===== src/rtl/shooter_runup.sv =====
// Shooter sprite run-up FSM: idle at the spot, run to the ball, hold contact, walk back.
// One position/animation update per frame_clk; player_at_ball is the handshake to the ball FSM.
module shooter_runup #(
    parameter int unsigned START_X     = 320,
    parameter int unsigned START_Y     = 420,
    parameter int unsigned BALL_X      = 320,
    parameter int unsigned KICK_Y      = 381,
    parameter int unsigned SIDE_OFS    = 8,
    parameter int unsigned RUN_STEP    = 2,
    parameter int unsigned KICK_FRAMES = 8,
    parameter int unsigned ANIM_DIV    = 4
) (
    input  logic       Reset,
    input  logic       frame_clk,
    input  logic [7:0] keycode_shooter,
    output logic [9:0] ShooterX,
    output logic [9:0] ShooterY,
    output logic [9:0] ShooterS,
    output logic       player_at_ball,
    output logic [1:0] shooter_dir,
    output logic [1:0] anim_frame,
    output logic       busy
);

    localparam int ACW = (ANIM_DIV > 1) ? $clog2(ANIM_DIV) : 1;
    localparam int KCW = (KICK_FRAMES > 1) ? $clog2(KICK_FRAMES) : 1;

    localparam logic [9:0] SX      = 10'(START_X);
    localparam logic [9:0] SY      = 10'(START_Y);
    localparam logic [9:0] KY      = 10'(KICK_Y);
    localparam logic [9:0] STEP    = 10'(RUN_STEP);
    localparam logic [9:0] TGT_UP  = 10'(BALL_X);
    localparam logic [9:0] TGT_LFT = 10'(BALL_X + SIDE_OFS);
    localparam logic [9:0] TGT_RGT = 10'(BALL_X - SIDE_OFS);
    // Saturation thresholds, compared before the step so Y never wraps
    localparam logic [9:0] RUN_SAT = 10'(KICK_Y + RUN_STEP);
    localparam logic [9:0] RET_SAT = 10'(START_Y - RUN_STEP);
    localparam logic [ACW-1:0] ANIM_LAST = ACW'(ANIM_DIV - 1);
    localparam logic [KCW-1:0] KICK_LOAD = KCW'(KICK_FRAMES - 1);

    typedef enum logic [1:0] {IDLE, RUN_UP, KICK, RETURN} state_t;

    state_t         state, state_nxt;
    logic [9:0]     x_q, x_nxt, y_q, y_nxt, tgt_x;
    logic           pab_q, pab_nxt;
    logic [1:0]     dir_q, dir_nxt, frame_q, frame_nxt;
    logic [ACW-1:0] anim_cnt, anim_nxt;
    logic [KCW-1:0] kick_cnt, kick_nxt;

    function automatic logic [9:0] toward(input logic [9:0] cur, input logic [9:0] tgt);
        if (cur < tgt)      return cur + 10'd1;
        else if (cur > tgt) return cur - 10'd1;
        else                return cur;
    endfunction

    always_ff @(posedge frame_clk or posedge Reset) begin
        if (Reset) begin
            state    <= IDLE;
            x_q      <= SX;
            y_q      <= SY;
            pab_q    <= 1'b0;
            dir_q    <= 2'd0;
            frame_q  <= 2'd0;
            anim_cnt <= '0;
            kick_cnt <= '0;
        end else begin
            state    <= state_nxt;
            x_q      <= x_nxt;
            y_q      <= y_nxt;
            pab_q    <= pab_nxt;
            dir_q    <= dir_nxt;
            frame_q  <= frame_nxt;
            anim_cnt <= anim_nxt;
            kick_cnt <= kick_nxt;
        end
    end

    always_comb begin
        state_nxt = state;
        x_nxt     = x_q;
        y_nxt     = y_q;
        pab_nxt   = pab_q;
        dir_nxt   = dir_q;
        frame_nxt = frame_q;
        anim_nxt  = anim_cnt;
        kick_nxt  = kick_cnt;

        case (dir_q)
            2'd1:    tgt_x = TGT_LFT;
            2'd2:    tgt_x = TGT_RGT;
            default: tgt_x = TGT_UP;
        endcase

        // Walking states step the animation; entry into KICK/IDLE overrides below
        if (state == RUN_UP || state == RETURN) begin
            if (anim_cnt == ANIM_LAST) begin
                anim_nxt  = '0;
                frame_nxt = (frame_q == 2'd2) ? 2'd0 : frame_q + 2'd1;
            end else begin
                anim_nxt = anim_cnt + 1'b1;
            end
        end

        case (state)
            IDLE: begin
                frame_nxt = 2'd0;
                case (keycode_shooter)
                    8'h1A: begin dir_nxt = 2'd0; state_nxt = RUN_UP; anim_nxt = '0; end
                    8'h04: begin dir_nxt = 2'd1; state_nxt = RUN_UP; anim_nxt = '0; end
                    8'h07: begin dir_nxt = 2'd2; state_nxt = RUN_UP; anim_nxt = '0; end
                    default: ;
                endcase
            end
            RUN_UP: begin
                x_nxt = toward(x_q, tgt_x);
                y_nxt = (y_q < RUN_SAT) ? KY : y_q - STEP;
                if (x_nxt == tgt_x && y_nxt == KY) begin
                    state_nxt = KICK;
                    pab_nxt   = 1'b1;
                    kick_nxt  = KICK_LOAD;
                    frame_nxt = 2'd3;
                end
            end
            KICK: begin
                if (kick_cnt == '0) begin
                    pab_nxt   = 1'b0;
                    state_nxt = RETURN;
                    anim_nxt  = '0;
                    frame_nxt = 2'd0;
                end else begin
                    kick_nxt = kick_cnt - 1'b1;
                end
            end
            RETURN: begin
                x_nxt = toward(x_q, SX);
                y_nxt = (y_q > RET_SAT) ? SY : y_q + STEP;
                if (x_nxt == SX && y_nxt == SY) begin
                    state_nxt = IDLE;
                    anim_nxt  = '0;
                    frame_nxt = 2'd0;
                end
            end
            default: state_nxt = IDLE;
        endcase
    end

    assign ShooterX       = x_q;
    assign ShooterY       = y_q;
    assign ShooterS       = 10'd24;
    assign player_at_ball = pab_q;
    assign shooter_dir    = dir_q;
    assign anim_frame     = frame_q;
    assign busy           = (state != IDLE);

endmodule


===== config.mk =====
export PLATFORM = sky130hd
export DESIGN_NAME = shooter_runup
export DESIGN_NICKNAME = d
export VERILOG_FILES = /design/src/rtl/shooter_runup.sv
export SDC_FILE = /design/constraint.sdc
export NUM_CORES = 1
export LEC_CHECK = 0
export BUFFER_PORTS_ARGS = -buffer_cell sky130_fd_sc_hd__buf_2
export CAP_MARGIN = 30
export CORE_AREA = 8 8 106 108
export CTS_CLUSTER_DIAMETER = 50
export DETAILED_ROUTE_END_ITERATION = 8
export DIE_AREA = 0 0 114 116
export PLACE_DENSITY = 0.62
export SYNTH_ARGS = -nofsm -noshare
export SYNTH_HDL_FRONTEND = slang
export SYNTH_SLANG_ARGS = --single-unit

===== constraint.sdc =====
create_clock -name frame_clk -period 6 [get_ports frame_clk]
set_clock_uncertainty 0.05 [all_clocks]
set_input_delay 0.6 -clock frame_clk [delete_from_list [all_inputs] [get_ports frame_clk]]
set_output_delay 0.6 -clock frame_clk [all_outputs]
set_load 0.01 [all_outputs]

==> flow_metrics.tcl, run 1 <==
set metrics [dict create \
    end_kind "flop" \
    initial_core_util_pct 34.0 \
    die_h_um 116 \
    setup_tns_ns 0 \
    grt_max_degree 33 \
    vias 3250 \
    fp-row-count 36 \
    synth-xor-area-share_pct 3.78 \
    grt_setup_unrepaired "false" \
    drtIter0Drc 254 \
    final_util_pct 37.0 \
    finalSetupViolations 0 \
    cp_slowest_cell "nor4_1" \
    yosys.area_share.simple_pct 25.3 \
    dp_hpwl_mm 6.94 \
    layout_commonest_cell "buf_2" \
    cts_root_buffer "clkbuf_8" \
    ctsLongestPathBuffers 2 \
    grt_usage_pct 14.4 \
    synth_seq_area_share_pct 24.9 \
    post-route-period-util_pct 61.1 \
    ys.warnings.count 0 \
    period_needed_ns 3.67 \
    setup_slack_ns 2.33 \
    first_pass_iters 5 \
    final_cell_mix "35 x buf_2, 32 x nor2_1, 28 x nand2_1" \
    crit_chain "inv_1 -> ha_1 -> inv_1 -> ha_1 -> a21oi_1 -> a21oi_1 -> nor4_1 -> a21oi_1 -> and4_1 -> and4_1 -> a31oi_2 -> nor2_2 -> mux2_1" \
    hp-class "input pin to asynchronous set/reset pin" \
    hold_viol 0 \
    antenna_found_initial 0 \
    synth_top_family_by_area "compound AO/OA/AOI/OAI gates" \
    synth-compound-area-share_pct 28.3 \
    die_w_um 114 \
    ant_nets 0 \
    diodes 0 \
    start_kind "flop" \
    port_buffers 35 \
    fin_nets 450 \
    overflow 0 \
    cp.required_ns 6.13 \
    cts_sinks 32 \
    worst_pin_slew_ns 0.887 \
    dieArea_um2 13200 \
    max_cap_violations 0 \
    async_flop_share_pct 100 \
    drive_above_1_share_pct 16.7 \
    detail_route.wl_per_cell_um 16.9 \
    synth-seq-cells 32 \
    slowest_delay_ns 0.48 \
    cp_common_cell "a21oi_1" \
    dp_slack_ns 2.42 \
    dp_cells 550 \
    first_global_vias 3031 \
    cellLeakagePower_nw 1.46 \
    maxSlewViolCount 0 \
    ios 46 \
    area_delta_synth_final_pct 8.99 \
    grt_first_pass_wirelength_mm 15.5 \
    clk_pin_slew_ns 0.08 \
    cts_resized 0 \
    power_density_nw_per_um2 126 \
    syn_area_per_cell_um2 7.91 \
    cts_buffers 5 \
    core_um2 9550 \
    cts_setup_buffers 0 \
    cp_data_arrival_time_ns 3.80 \
    syn-instance-count 410 \
    synth_mux_area_share_pct 2.85 \
    layout.cells.non_filler 558 \
    drt_wl_total_mm 9.42 \
    synthDistinctLibCells 85 \
    path_class "flop to flop" \
    critPathMaxFanout 5 \
    synthAdderAreaFrac_pct 6.17 \
    postCtsHoldBufs 0 \
    fin_total_pwr_mw 0.447 \
    peakVddDrop_uv 95.7 \
    h-tree-depth 2 \
    status "complete, no violations" \
    syn-cell-area_um2 3240 \
    insertion_delay_ns 0.29 \
    slew_headroom_pct 40.9 \
    whs_ns 0.331 \
    final_cell_area_um2 3540 \
    synth-main-ff-cell "dfrtp_1" \
    synth_edf_count 0 \
    gp_congestion 0.965 \
    drc_errors 0 \
    fmax_ghz 0.273 \
    drt-vias-per-instance 5.82 \
    cts_tree "done" \
    place_area_um2 3420 \
]
cell type report:
type                       instances  area (um2)
sequential                        32         808
multi-input combinational        329        2190
tap                              133         166
clock buffer                       5        68.8
inverter                          20        75.1
clock inverter                     3        42.5
fill                            1006        6010
timing repair buffer              36         183
registers in the layout (all words and copies together), names as in the netlist:
signal,count
ShooterX,10
ShooterY,10
anim_cnt,2
anim_frame,2
kick_cnt,3
player_at_ball,1
shooter_dir,2
state,2
worst max-delay path: cells and delay by family (launching register included):
| kind | cells | cell delay (ns) |
|---|---|---|
| compound gates | 4 | 1.05 |
| buf+inv | 2 | 0.15 |
| simple gates | 4 | 1.05 |
| fa+ha+maj | 2 | 0.54 |
| flops | 1 | 0.40 |
| mux | 1 | 0.32 |
cells in the mapped netlist, types with 9 or more instances:
master,number,area share (%)
nor2_1,32,3.7
nand2_1,28,3.2
dfrtp_1,26,20
nand3_1,24,3.7
o21ai_0,24,3.7
a21oi_1,23,3.5
clkbuf_1,19,2.2
inv_1,19,2.2
ha_1,16,6.2
nor3_1,16,2.5
buf_4,11,2.5
a31oi_1,9,1.7
final timing paths:
kind                           startpoint        endpoint  depth (start not counted)  slack [ns]
setup / recovery           shooter_dir[0]        state[1]                         13        2.33
hold / removal                      Reset   anim_frame[1]                          3        0.33
setup reg to reg           shooter_dir[0]        state[1]                         13        2.33
hold reg to reg            shooter_dir[0]  shooter_dir[0]                          2        0.46
max in group asynchronous           Reset     ShooterY[7]                          3        5.23
min in group frame_clk     shooter_dir[0]  shooter_dir[0]                          2        0.46
power breakdown:
group | internal [mW] | total [mW] | switching [mW]
Clock | 0.123 | 0.218 | 0.0948
Combinational | 0.00350 | 0.0131 | 0.00958
Sequential | 0.216 | 0.216 | 0
routing by layer:
layer  GRT usage [%]  vias up  share of wire, %
li1                -     1550                 -
met1            18.2     1554                44
met2            24.3      133                49
met3            2.50       13               6.2
met4            4.88        0               1.7
met5               0        -                 0
logic make-up after synthesis:
| family | Yosys count |
|---|---|
| flops | 32 |
| fa+ha+maj | 16 |
| other cells | 2 |
| buf+inv | 57 |
| compound gates | 126 |
| xor+xnor | 14 |
| simple gates | 154 |
| mux | 9 |
Power figures use the tool's default switching activity.
==> inputs of run 2 (changes only) <==
Settings changed: PLACE_DENSITY 0.62 to 0.64.
Clock period 6 ns to 3.21 ns, I/O delays scaled along.
==> run 2 against run 1 <==
Flip-flop and latch count unchanged; non-clock buffer count is 70 higher; sequential power rose by 87%; clock-buffer cell count unchanged; critical path depth shrank 4; total power increased by 89%; utilization rose by 10 points; register-to-register slack got worse by 2.3 ns; hold slack worse by 0.28 ns; fmax grew 15%; global-route usage rose by 1.7 points; largest cell class unchanged; largest power group unchanged.
==> flow_metrics.tcl, run 2 (synthesis gave the netlist of run 1 again) <==
set metrics [dict create \
    grt_first_pass_wirelength_mm 17.1 \
    hold_viol 0 \
    peakVddDrop_uv 163 \
    place_area_um2 3870 \
    fmax_ghz 0.314 \
    path_class "flop to flop" \
    initial_core_util_pct 34.0 \
    r2r_slack_ns 0.03 \
    crit_chain "or4_4 -> or2_4 -> o21a_4 -> a221oi_1 -> a21oi_2 -> o41ai_4 -> o21ai_2 -> nor2_4 -> mux2_4" \
    vias 3564 \
    clockPowerShare_pct 49.3 \
    drt-vias-per-instance 5.68 \
    maxSlewViolCount 0 \
    fp-row-count 36 \
    crit_buf_inv 0 \
    first_global_vias 3344 \
    cellLeakagePower_nw 1.90 \
    ant_nets 0 \
    hp-class "input pin to asynchronous set/reset pin" \
    drt_wl_total_mm 11.3 \
    status "complete, no violations" \
    detail_route.wl_per_cell_um 18.0 \
    fillCellCount 949 \
    p_switching_mw 0.199 \
    drc_errors 0 \
    post-route-period-util_pct 99.1 \
    first_pass_iters 5 \
    start_kind "flop" \
    drtIter0Drc 188 \
    period_needed_ns 3.18 \
    setup_tns_ns 0 \
    postCtsHoldBufs 0 \
    diodes 0 \
    fin_nets 520 \
    finalSetupViolations 0 \
    cp_data_arrival_time_ns 3.31 \
    final_cell_area_um2 4490 \
    dp_cells 610 \
    end_kind "flop" \
    critPathTopFamily "compound AO/OA/AOI/OAI gates" \
    drive_above_1_share_pct 39.2 \
    cts_sinks 32 \
    slew_headroom_pct 45.9 \
    final_cell_mix "66 x buf_4, 35 x buf_2, 31 x nor2_1" \
    final_util_pct 47.1 \
    cts_root_buffer "clkbuf_8" \
    port_buffers 35 \
    cts_tree "done" \
    power_density_nw_per_um2 188 \
    core_um2 9550 \
    insertion_delay_ns 0.30 \
    worst_pin_slew_ns 0.812 \
    dieArea_um2 13200 \
    gp_congestion 0.936 \
    grt_usage_pct 16.1 \
    cp.required_ns 3.34 \
    ios 46 \
    layout.cells.non_filler 628 \
    dp_hpwl_mm 8.19 \
    die_w_um 114 \
    overflow 0 \
    cts_buffers 5 \
    switching_share_pct 23.7 \
    slowest_delay_ns 0.55 \
    max_cap_violations 0 \
    layout_commonest_cell "buf_4" \
    die_h_um 116 \
    clk_pin_slew_ns 0.08 \
    cp_slowest_cell "or4_4" \
    critPathMaxFanout 7 \
    area_delta_synth_final_pct 38.5 \
    comb_power_share_pct 2.9 \
    h-tree-depth 2 \
    grt_max_degree 33 \
    p_int_mw 0.644 \
    antenna_found_initial 0 \
    p_seq_share_pct 47.8 \
    ctsLongestPathBuffers 2 \
]
run 2: tightest hold or removal path, cell delays in order:
cell   delay (ns)
buf_2        0.09
inv_1        0.04
buf_4        0.37
run 2: final timing paths:
check	startpoint	endpoint	cells after the start
min	Reset	anim_frame[0]	3
min in group frame_clk	keycode_shooter[1]	shooter_dir[0]	2
max in group asynchronous	Reset	ShooterY[5]	3
min reg2reg	kick_cnt[1]	kick_cnt[1]	1
max	ShooterX[4]	state[1]	9
max reg2reg	ShooterX[4]	state[1]	9
run 2: power by group through the flow:
stage / clock network (mW) / logic, mW / registers, mW
3_5_place_dp: 0 / 0.0249 / 0.411
2_1_floorplan: 0 / 0.0229 / 0.411
6_report: 0.416 / 0.0244 / 0.403
4_1_cts: 0.423 / 0.0249 / 0.403
5_1_grt: 0.434 / 0.0287 / 0.403
3_3_place_gp: 0 / 0.0243 / 0.411
run 2: layout make-up:
class	instances	area, um2	area share (%)
multi-input combinational	329	2600	57.9
timing repair buffer	106	727	16.2
inverter	20	77.6	1.73
sequential	32	808	18.0
tap	133	166	3.70
clock inverter	3	46.3	1.03
clock buffer	5	68.8	1.53
run 2: stage by stage:
step | hold slack [ns] | total power [mW] | setup slack, ns
after floorplan | 0.366 | 0.434 | 0.0180
after global placement | 0.382 | 0.435 | -0.208
after detailed placement | 0.392 | 0.436 | -0.262
after CTS | 0.0752 | 0.851 | -0.00362
after global routing | 0.109 | 0.866 | -0.0872
final | 0.0507 | 0.843 | 0.0298
run 2: timing repair:
item | CTS | global route
cloned | 0 | 0
pin swaps | 7 | 21
setup endpoints to repair | 10 | 10
gates resized for setup | 16 | 59
buffers inserted | 4 | 6
run 2: routing by layer:
| layer | vias to the layer above | share of wire [%] | track usage (%) |
|---|---|---|---|
| li1 | 1694 | - | - |
| met1 | 1704 | 43 | 20.7 |
| met2 | 144 | 49 | 27.0 |
| met3 | 22 | 6.4 | 2.40 |
| met4 | 0 | 2.1 | 5.32 |
| met5 | - | 0 | 0 |
